[config.mk]
export PLATFORM = sky130hd
export DESIGN_NAME = sign_narrow_packer
export DESIGN_NICKNAME = d
export VERILOG_FILES = /design/src/rtl/sign_narrow_packer_pkg.sv /design/src/rtl/sign_narrow.sv /design/src/rtl/sign_narrow_packer.sv
export SDC_FILE = /design/constraint.sdc
export NUM_CORES = 1
export LEC_CHECK = 0
export BUFFER_PORTS_ARGS = -buffer_cell sky130_fd_sc_hd__buf_2
export CORE_ASPECT_RATIO = 1.5
export CORE_MARGIN = 2
export CORE_UTILIZATION = 45
export DETAILED_ROUTE_END_ITERATION = 12
export PLACE_DENSITY = 0.8
export SLEW_MARGIN = 20
export SYNTH_ARGS = -nofsm -noshare
export SYNTH_HDL_FRONTEND = slang
export SYNTH_SLANG_ARGS = --single-unit
export TNS_END_PERCENT = 10
[constraint.sdc]
create_clock -name clk_i -period 1.7 [get_ports clk_i]
set_clock_uncertainty 0.05 [all_clocks]
set_input_delay 0.085 -clock clk_i [delete_from_list [all_inputs] [get_ports clk_i]]
set_output_delay 0.085 -clock clk_i [all_outputs]
set_load 0.01 [all_outputs]
[src/rtl/sign_narrow_packer_pkg.sv]
// Shared types and constants for the 32->16 sign-narrowing packer.
package sign_narrow_packer_pkg;

    // Pack FSM states: nothing held, low halfword held, output word presented.
    typedef enum logic [1:0] {
        StEmpty = 2'd0,
        StHalf  = 2'd1,
        StFull  = 2'd2
    } pack_state_e;

    // Saturation limits of a signed 16-bit halfword.
    localparam logic [15:0] HALF_MAX = 16'h7FFF;
    localparam logic [15:0] HALF_MIN = 16'h8000;

endpackage

[src/rtl/sign_narrow.sv]
// Combinational 32->16 signed narrowing with range check and optional saturation.
module sign_narrow
    import sign_narrow_packer_pkg::*;
#(
    parameter bit SATURATE = 1'b1
) (
    input  logic [31:0] data_i,
    output logic [15:0] narrow_o,
    output logic        ovf_o
);

    logic in_range;

    // In range exactly when bits [31:15] are a valid sign extension of bit 15.
    assign in_range = (&data_i[31:15]) | ~(|data_i[31:15]);
    assign ovf_o    = ~in_range;

    // Out-of-range words clamp toward the sign of the source, or wrap to the low bits.
    always_comb begin
        narrow_o = data_i[15:0];
        if (!in_range && SATURATE) begin
            narrow_o = data_i[31] ? HALF_MIN : HALF_MAX;
        end
    end

endmodule

[src/rtl/sign_narrow_packer.sv]
// Narrows signed 32-bit words to 16 bits and packs pairs into 32-bit output words.
module sign_narrow_packer
    import sign_narrow_packer_pkg::*;
#(
    parameter bit SATURATE = 1'b1
) (
    input  logic        clk_i,
    input  logic        rst_i,
    input  logic [31:0] data_i,
    input  logic        valid_i,
    input  logic        last_i,
    output logic        ready_o,
    output logic [31:0] data_o,
    output logic        valid_o,
    input  logic        ready_i,
    output logic        half_o,
    output logic        ovf_o,
    input  logic        ovf_clr_i
);

    pack_state_e state_q, state_d;
    logic [15:0] low_q, low_d;
    logic [31:0] data_q, data_d;
    logic        half_q, half_d;
    logic        ovf_q, ovf_d;

    logic [15:0] narrow;
    logic        narrow_ovf;
    logic        accept;

    sign_narrow #(
        .SATURATE (SATURATE)
    ) u_sign_narrow (
        .data_i   (data_i),
        .narrow_o (narrow),
        .ovf_o    (narrow_ovf)
    );

    // A presented word blocks input only while downstream is stalling it.
    assign ready_o = (state_q != StFull) || ready_i;
    assign accept  = valid_i && ready_o;

    // Next-state: capture halfwords, complete packs, drain the output word.
    always_comb begin
        state_d = state_q;
        low_d   = low_q;
        data_d  = data_q;
        half_d  = half_q;
        ovf_d   = ovf_q;

        // Overflow set wins over a same-cycle clear.
        if (ovf_clr_i) begin
            ovf_d = 1'b0;
        end
        if (accept && narrow_ovf) begin
            ovf_d = 1'b1;
        end

        unique case (state_q)
            StEmpty, StFull: begin
                // StFull only reaches here with ready_i=1 if it accepts or drains.
                if (state_q == StFull && ready_i && !accept) begin
                    state_d = StEmpty;
                end
                if (accept) begin
                    if (last_i) begin
                        data_d  = {16'h0000, narrow};
                        half_d  = 1'b1;
                        state_d = StFull;
                    end else begin
                        low_d   = narrow;
                        state_d = StHalf;
                    end
                end
            end
            StHalf: begin
                if (accept) begin
                    data_d  = {narrow, low_q};
                    half_d  = 1'b0;
                    state_d = StFull;
                end
            end
            default: begin
                state_d = StEmpty;
            end
        endcase
    end

    // State and output registers; reset discards any held halfword.
    always_ff @(posedge clk_i) begin
        if (rst_i) begin
            state_q <= StEmpty;
            low_q   <= 16'h0000;
            data_q  <= 32'h0000_0000;
            half_q  <= 1'b0;
            ovf_q   <= 1'b0;
        end else begin
            state_q <= state_d;
            low_q   <= low_d;
            data_q  <= data_d;
            half_q  <= half_d;
            ovf_q   <= ovf_d;
        end
    end

    assign valid_o = (state_q == StFull);
    assign data_o  = data_q;
    assign half_o  = half_q;
    assign ovf_o   = ovf_q;

endmodule

==> results.cfg, run 1 <==
[pwr]
power_density_nw_per_um2 = 872
netSwitchingFraction_pct = 26.1
power.total_mw = 2.45
ir_drop_v = 0.000476
combinationalPowerShare_pct = 17.0
p_clk_share_pct = 28.4
p_leak_nw = 1.17
p_int_mw = 1.81
power_frac_seq_pct = 54.6
netSwitchingPower_mw = 0.640

[worst_setup_path]
crit-reg2reg-launch = state_q[0]
cp-startpoint = ready_i
crit_path_max_incr_delay_ns = 0.54
crit_path_max_fanout = 3
worst_setup_path_end_kind = output port
cp-start-kind = input port
critical-path-top-delay-family = buffers and inverters
timing.critical_path.mode_cell = sky130_fd_sc_hd__buf_2
worstRegToRegCells = 5
number_of_cells_on_the_critical_path = 5
slowest_stage_cell_on_the_critical_path = sky130_fd_sc_hd__dlygate4sd3_1
cp-endpoint = ready_o
category_of_the_critical_setup_timing_path = input port to output port
critPathRequiredTime_ns = 1.56
cp_num_buf_inv = 3
crit_chain = dlygate4sd3_1 > buf_2 > nand2b_1 > or2_2 > buf_2
r2r-end = data_o[7]
crit_arrival_ns = 1.39
reg2reg_slack_ns = 0.21

[drt]
detail_route_antenna_nets = 0
routed_wl_per_cell_um = 13.4
drt_iter0_drc = 36
wirelength_um = 5040
via_per_inst = 5.36
detail_route.drc_violations = 0
routed-via-count = 2022
drtPass1Iterations = 4

[synthesis]
synthDistinctLibCells = 34
synth.top_cell.area_share_pct = 46.6
post_synth_instance_area_um2 = 2230
synth.net_count = 272
synth-seq-cells = 52
yosysWarningCount = 0
synthCells = 234
synth_sequential_area_ratio_pct = 46.6
post_synth.cell_area_avg_um2 = 9.55
synth_top_cell_by_area = sky130_fd_sc_hd__dfxtp_1
synth_top_cells_by_area = sky130_fd_sc_hd__dfxtp_1, sky130_fd_sc_hd__o2bb2ai_2, sky130_fd_sc_hd__nor2_1

[placed_design]
buffer_ports.inserted = 73
detailed_place_hpwl_um = 3940
globalplace.congestion = 0.842

[global_routing]
grt_pass1_wl_um = 8330
grt_max_degree = 32
gr-total-overflow = 0
grt_usage_pct = 19.3
grt_antenna_before_repair = 0
number_of_global_route_vias_before_repair = 1918

[sta]
final_worst_path_period_need_ns = 1.52
finalCritPeriodShare_pct = 89.5
slew_headroom_pct = 75.3
final_hold_viol_count = 0
worstMarginPinSlew_ns = 0.367
timing.hold.ws_ns = 0.0108
unrepaired_setup_endpoints_after_global_routing = false
report.final.setup_viol = 0
timing.fmax_mhz = 657
tns_ns = 0
slew_viols_final = 0

[clock_network]
worst_setup_hold_path_clk_slew_ns = 0.08
cts_sinks = 52
tritoncts = built
postCtsSetupRepairBufs = 0
tritoncts.num_buffers = 5
clock_tree.buffer_depth = 2
h-tree-depth = 2
clock_root_buffer_master = sky130_fd_sc_hd__clkbuf_8
clock_latency_at_the_later_pin_of_the_worst_skew_pair_ns = 0.30

[final_layout]
diodes = 0
area_growth_syn_to_layout_pct = 25.6
final_layout_size_suffix_gt1_share_pct = 34.4
num-nets-final = 348

[hold_path]
hp-class = input port to flip-flop

[die]
floorplan.core_area_um2 = 4810
core.rowCount = 31
die_height_um = 90.3
die-area_um2 = 5560
io_pins = 74
initial_core_util_pct = 46.5
die-width_um = 61.5

[run]
max-cap-violations = 0

[run_status]
outcome = complete, no violations
-- timing repair --
| action | 4_1_cts | 5_1_grt |
|---|---|---|
| hold buffers | 2 | 0 |
| gates resized for setup | 0 | 1 |
| endpoints found under the hold margin | 2 | 0 |
| setup endpoints to repair | 0 | 10 |
-- cell usage in the layout, fill, tap and decap left out, drive strengths merged --
master	Yosys	final
buf	6	83
dfxtp	52	52
nor2	36	36
o211ai	16	16
a31oi	16	16
inv	16	16
nand2	15	15
o32ai	15	15
o2bb2ai	15	15
clkbuf	10	8
nand2b	4	4
nor4	4	4
nand4	4	4
a21oi	4	4
nor2b	3	3
o21ai	3	3
mux2i	2	2
dlygate4sd3	0	2
or2	1	1
and2b	1	1
a21o	1	1
a41oi	1	1
o41ai	1	1
nor3b	1	1
and2	1	1
nand3b	1	1
o41a	1	1
a2bb2oi	1	1
nand4b	1	1
a211oi	1	1
a32oi	1	1
-- metal layers --
metal  global-route usage, %  vias to the layer above  share of wire, %
met2                    33.6                       52                53
met1                    21.5                      935                40
met3                    4.44                       11               4.0
met4                    7.80                        0               2.7
met5                       0                        -                 0
li1                        -                     1024                 -
-- stage by stage --
step / std cells / worst slack [ns] / util (%) / area (um^2)
finish: 377 / 0.178 / 58.4 / 2810
global route: 377 / 0.0402 / 58.4 / 2810
CTS: 377 / 0.139 / 58.2 / 2800
detailed placement: 367 / 0.0645 / 56.0 / 2690
global placement: 367 / 0.145 / 56.0 / 2690
floorplan: 234 / 0.108 / - / 2230
-- cell type report --
type | instances | area (um^2)
fill | 465 | 2000
multi-input combinational | 150 | 1060
sequential | 52 | 1040
timing repair buffer | 85 | 473
clock buffer | 8 | 90.1
tap | 66 | 82.6
inverter | 16 | 60.1
-- cells by family after synthesis --
group	share of synthesized area (%)
AO/OA/AOI/OAI	29.7
AND/OR/NAND/NOR	16.2
flip-flops	46.6
buffers and inverters	6.55
multiplexers	0.896
-- worst reg2reg max path, stage by stage, from the launching register on --
cell	delay [ns]
sky130_fd_sc_hd__dfxtp_1	0.44
sky130_fd_sc_hd__and2b_1	0.30
sky130_fd_sc_hd__nor2b_1	0.17
sky130_fd_sc_hd__buf_4	0.21
sky130_fd_sc_hd__nand2_1	0.08
sky130_fd_sc_hd__a31oi_1	0.16
-- worst min path at each step --
stage               startpoint          to  slack, ns  cells past startpoint
floorplan              ready_i  state_q[0]       0.17                      2
global placement       ready_i  state_q[0]       0.30                      3
detailed placement   ovf_clr_i       ovf_o       0.31                      3
CTS                  data_i[2]    low_q[2]       0.01                      3
global route         data_i[4]    low_q[4]       0.02                      3
finish               data_i[2]    low_q[2]       0.01                      3
-- power groups by stage --
stage	Sequential, mW	Combinational (mW)	Clock [mW]
final	1.34	0.416	0.696
after global routing	1.35	0.464	0.784
after CTS	1.34	0.419	0.710
after detailed placement	1.37	0.413	0
after global placement	1.36	0.406	0
after floorplan	1.39	0.217	0
-- sequential cells by signal (all words and copies together) (netlist names) --
| name | count |
|---|---|
| data_o | 32 |
| state_q | 2 |
| low_q | 16 |
| ovf_o | 1 |
| half_o | 1 |
-- synthesized netlist by cell type --
cell type	count
sky130_fd_sc_hd__and2b_1	1
sky130_fd_sc_hd__nand4_1	3
sky130_fd_sc_hd__a41oi_1	1
sky130_fd_sc_hd__mux2i_1	2
sky130_fd_sc_hd__dfxtp_1	52
sky130_fd_sc_hd__nor3b_1	1
sky130_fd_sc_hd__nand2_1	15
sky130_fd_sc_hd__o41a_1	1
sky130_fd_sc_hd__nand4_2	1
sky130_fd_sc_hd__clkbuf_1	10
sky130_fd_sc_hd__o41ai_4	1
sky130_fd_sc_hd__a21oi_1	3
sky130_fd_sc_hd__nand2b_1	4
sky130_fd_sc_hd__o2bb2ai_2	10
sky130_fd_sc_hd__or2_2	1
sky130_fd_sc_hd__and2_1	1
sky130_fd_sc_hd__nand4b_4	1
sky130_fd_sc_hd__nor2_1	36
sky130_fd_sc_hd__nor4_1	4
sky130_fd_sc_hd__o32ai_1	15
sky130_fd_sc_hd__a2bb2oi_1	1
sky130_fd_sc_hd__buf_2	3
sky130_fd_sc_hd__o21ai_0	3
sky130_fd_sc_hd__inv_1	16
sky130_fd_sc_hd__a211oi_1	1
sky130_fd_sc_hd__a21oi_2	1
sky130_fd_sc_hd__nor2b_1	3
sky130_fd_sc_hd__nand3b_4	1
sky130_fd_sc_hd__a32oi_1	1
sky130_fd_sc_hd__a31oi_1	16
sky130_fd_sc_hd__o2bb2ai_1	5
sky130_fd_sc_hd__buf_6	3
sky130_fd_sc_hd__a21o_1	1
sky130_fd_sc_hd__o211ai_1	16
No activity file was read; power rests on OpenSTA's default activity.
==> run 2, diff against run 1 <==
--- a/config.mk
+++ b/config.mk
@@ -8,9 +8,9 @@
 export BUFFER_PORTS_ARGS = -buffer_cell sky130_fd_sc_hd__buf_2
 export CORE_ASPECT_RATIO = 1.5
 export CORE_MARGIN = 2
-export CORE_UTILIZATION = 45
+export CORE_UTILIZATION = 50
 export DETAILED_ROUTE_END_ITERATION = 12
-export PLACE_DENSITY = 0.8
+export PLACE_DENSITY = 0.84
 export SLEW_MARGIN = 20
 export SYNTH_ARGS = -nofsm -noshare
 export SYNTH_HDL_FRONTEND = slang
==> constraint.sdc (replaced) <==
create_clock -name clk_i -period 1.5 [get_ports clk_i]
set_clock_uncertainty 0.05 [all_clocks]
set_input_delay 0.075 -clock clk_i [delete_from_list [all_inputs] [get_ports clk_i]]
set_output_delay 0.075 -clock clk_i [all_outputs]
set_load 0.01 [all_outputs]
==> results.cfg, run 2 (synthesized netlist as in run 1, its figures left out) <==
[worst_setup_path]
cp-start-kind = input port
slowest_stage_cell_on_the_critical_path = sky130_fd_sc_hd__dlygate4sd3_1
crit_arrival_ns = 1.58
crit_chain = dlygate4sd3_1 > buf_2 > nand2b_1 > and2_2 > buf_4 > o32ai_1
crit_path_max_fanout = 15
critPathRequiredTime_ns = 1.66
category_of_the_critical_setup_timing_path = input port to flip-flop
crit_path_max_incr_delay_ns = 0.54
worst_setup_path_end_kind = flip-flop

[sta]
slew_headroom_pct = 74.6
unrepaired_setup_endpoints_after_global_routing = false
post-route-worst-setup-slack_ns = 0.0759
timing.hold.ws_ns = -0.000664
timing.fmax_mhz = 702
finalCritPeriodShare_pct = 94.9
report.final.setup_viol = 0
worstMarginPinSlew_ns = 0.378
slew_viols_final = 0
final_worst_path_period_need_ns = 1.42
final_hold_viol_count = 1

[clock_network]
cts_sinks = 52
h-tree-depth = 2
clock_tree.buffer_depth = 2
tritoncts.num_buffers = 5
clock_root_buffer_master = sky130_fd_sc_hd__clkbuf_8
worst_setup_hold_path_clk_slew_ns = 0.09
tritoncts = built
clock_latency_at_the_later_pin_of_the_worst_skew_pair_ns = 0.30

[drt]
detail_route.drc_violations = 6
routed-via-count = 2055
via_per_inst = 5.65
drt_iter0_drc = 68
detail_route_antenna_nets = 0
wirelength_um = 5230
routed_wl_per_cell_um = 14.4
drtPass1Iterations = 9

[pwr]
netSwitchingFraction_pct = 25.7
combinationalPowerShare_pct = 17.2
power_density_nw_per_um2 = 1010
p_clk_share_pct = 31.4
netSwitchingPower_mw = 0.757
p_leak_nw = 1.23
power_frac_seq_pct = 51.4
power.total_mw = 2.95
ir_drop_v = 0.000797
p_int_mw = 2.19

[run_status]
failed_checks = design-rule violations, negative hold slack
outcome = finished, violations left

[placed_design]
place_worst_setup_slack_ns = -0.114
globalplace.congestion = 0.789
detailed_place_hpwl_um = 3880
buffer_ports.inserted = 73
numPlacedInstances = 350

[final_layout]
layout.area.seq_um2 = 1040
num-nets-final = 355
diodes = 0
layout.core_utilization_pct = 68.0
area_growth_syn_to_layout_pct = 30.3
fin_cells = 364
combined_area_of_the_multi_input_logic_cells_um2 = 1080
fillCellCount = 326
final_layout_size_suffix_gt1_share_pct = 37.4
leading_cell_types_in_the_layout_fill_and_taps_excluded = sky130_fd_sc_hd__buf_2, sky130_fd_sc_hd__dfxtp_1, sky130_fd_sc_hd__nor2_1
layout_commonest_cell = sky130_fd_sc_hd__buf_2
largest_reg_flops = 32

[die]
core.rowCount = 29
floorplan.core_area_um2 = 4280
io_pins = 74
die-area_um2 = 5030
die-width_um = 58.6
die_height_um = 85.9
initial_core_util_pct = 52.2

[hold_path]
hp-class = input port to flip-flop

[global_routing]
grt_usage_pct = 21.7
grt_max_degree = 32
gr-total-overflow = 0
number_of_global_route_vias_before_repair = 1989
grt_antenna_before_repair = 0
grt_pass1_wl_um = 8600

[run]
max-cap-violations = 0
-- run 2: cell count changes in the layout (fill, tap and decap cells not counted), moves of 2 or more --
cell / delta
sky130_fd_sc_hd__dfxtp_2: +2
sky130_fd_sc_hd__buf_4: +2
sky130_fd_sc_hd__dlygate4sd3_1: +2
sky130_fd_sc_hd__buf_12: +3
sky130_fd_sc_hd__dfxtp_1: -2
-- run 2: timing repair --
action / in CTS / in global routing
endpoints found under the hold margin: 4 / 0
resized for setup: 0 / 7
setup buffers: 0 / 2
hold buffers: 4 / 0
setup endpoints to repair: 0 / 42
-- run 2: power by group through the flow --
| stage | Sequential, mW | Clock, mW | Combinational, mW |
|---|---|---|---|
| after floorplan | 1.57 | 0 | 0.248 |
| after global placement | 1.54 | 0 | 0.478 |
| after detailed placement | 1.55 | 0 | 0.487 |
| after CTS | 1.52 | 0.937 | 0.501 |
| after global routing | 1.53 | 0.998 | 0.559 |
| final | 1.52 | 0.928 | 0.507 |
-- run 2: final cells by class --
cell class	instances	area share, %
multi-input combinational	150	36.9
sequential	52	35.8
timing repair buffer	92	19.5
clock buffer	6	2.49
inverter	16	2.06
tap	46	1.98
clock inverter	2	1.20
-- run 2: worst max-delay path, delay by kind of cell --
family          cells  cell delay (ns)
compound gates      1             0.24
buf+inv             3             0.88
simple gates        2             0.40
-- run 2: final timing paths --
path	slack (ns)	endpoint	cells past startpoint	startpoint
worst min register to register	0.42	ovf_o	2	ovf_o
worst min-delay path	-0.0007	low_q[0]	3	data_i[0]
worst max register to register	0.12	data_o[7]	5	state_q[1]
worst max-delay path	0.08	low_q[6]	6	ready_i
-- run 2: routing by layer --
layer	track usage, %	wire length, um	vias up
li1	-	-	1037
met5	0	0	-
met3	3.32	237	6
met2	38.6	2790	53
met4	9.30	75	0
met1	25.1	2130	959
-- run 2: through the flow --
stage,TNS (ns),instance area (um^2),hold slack (ns)
finish,0,2910,-0.000664
global route,0,2910,0.00776
CTS,0,2870,0.00301
detailed placement,-1.20,2720,0.295
global placement,-0.476,2720,0.286
floorplan,0,2240,0.164
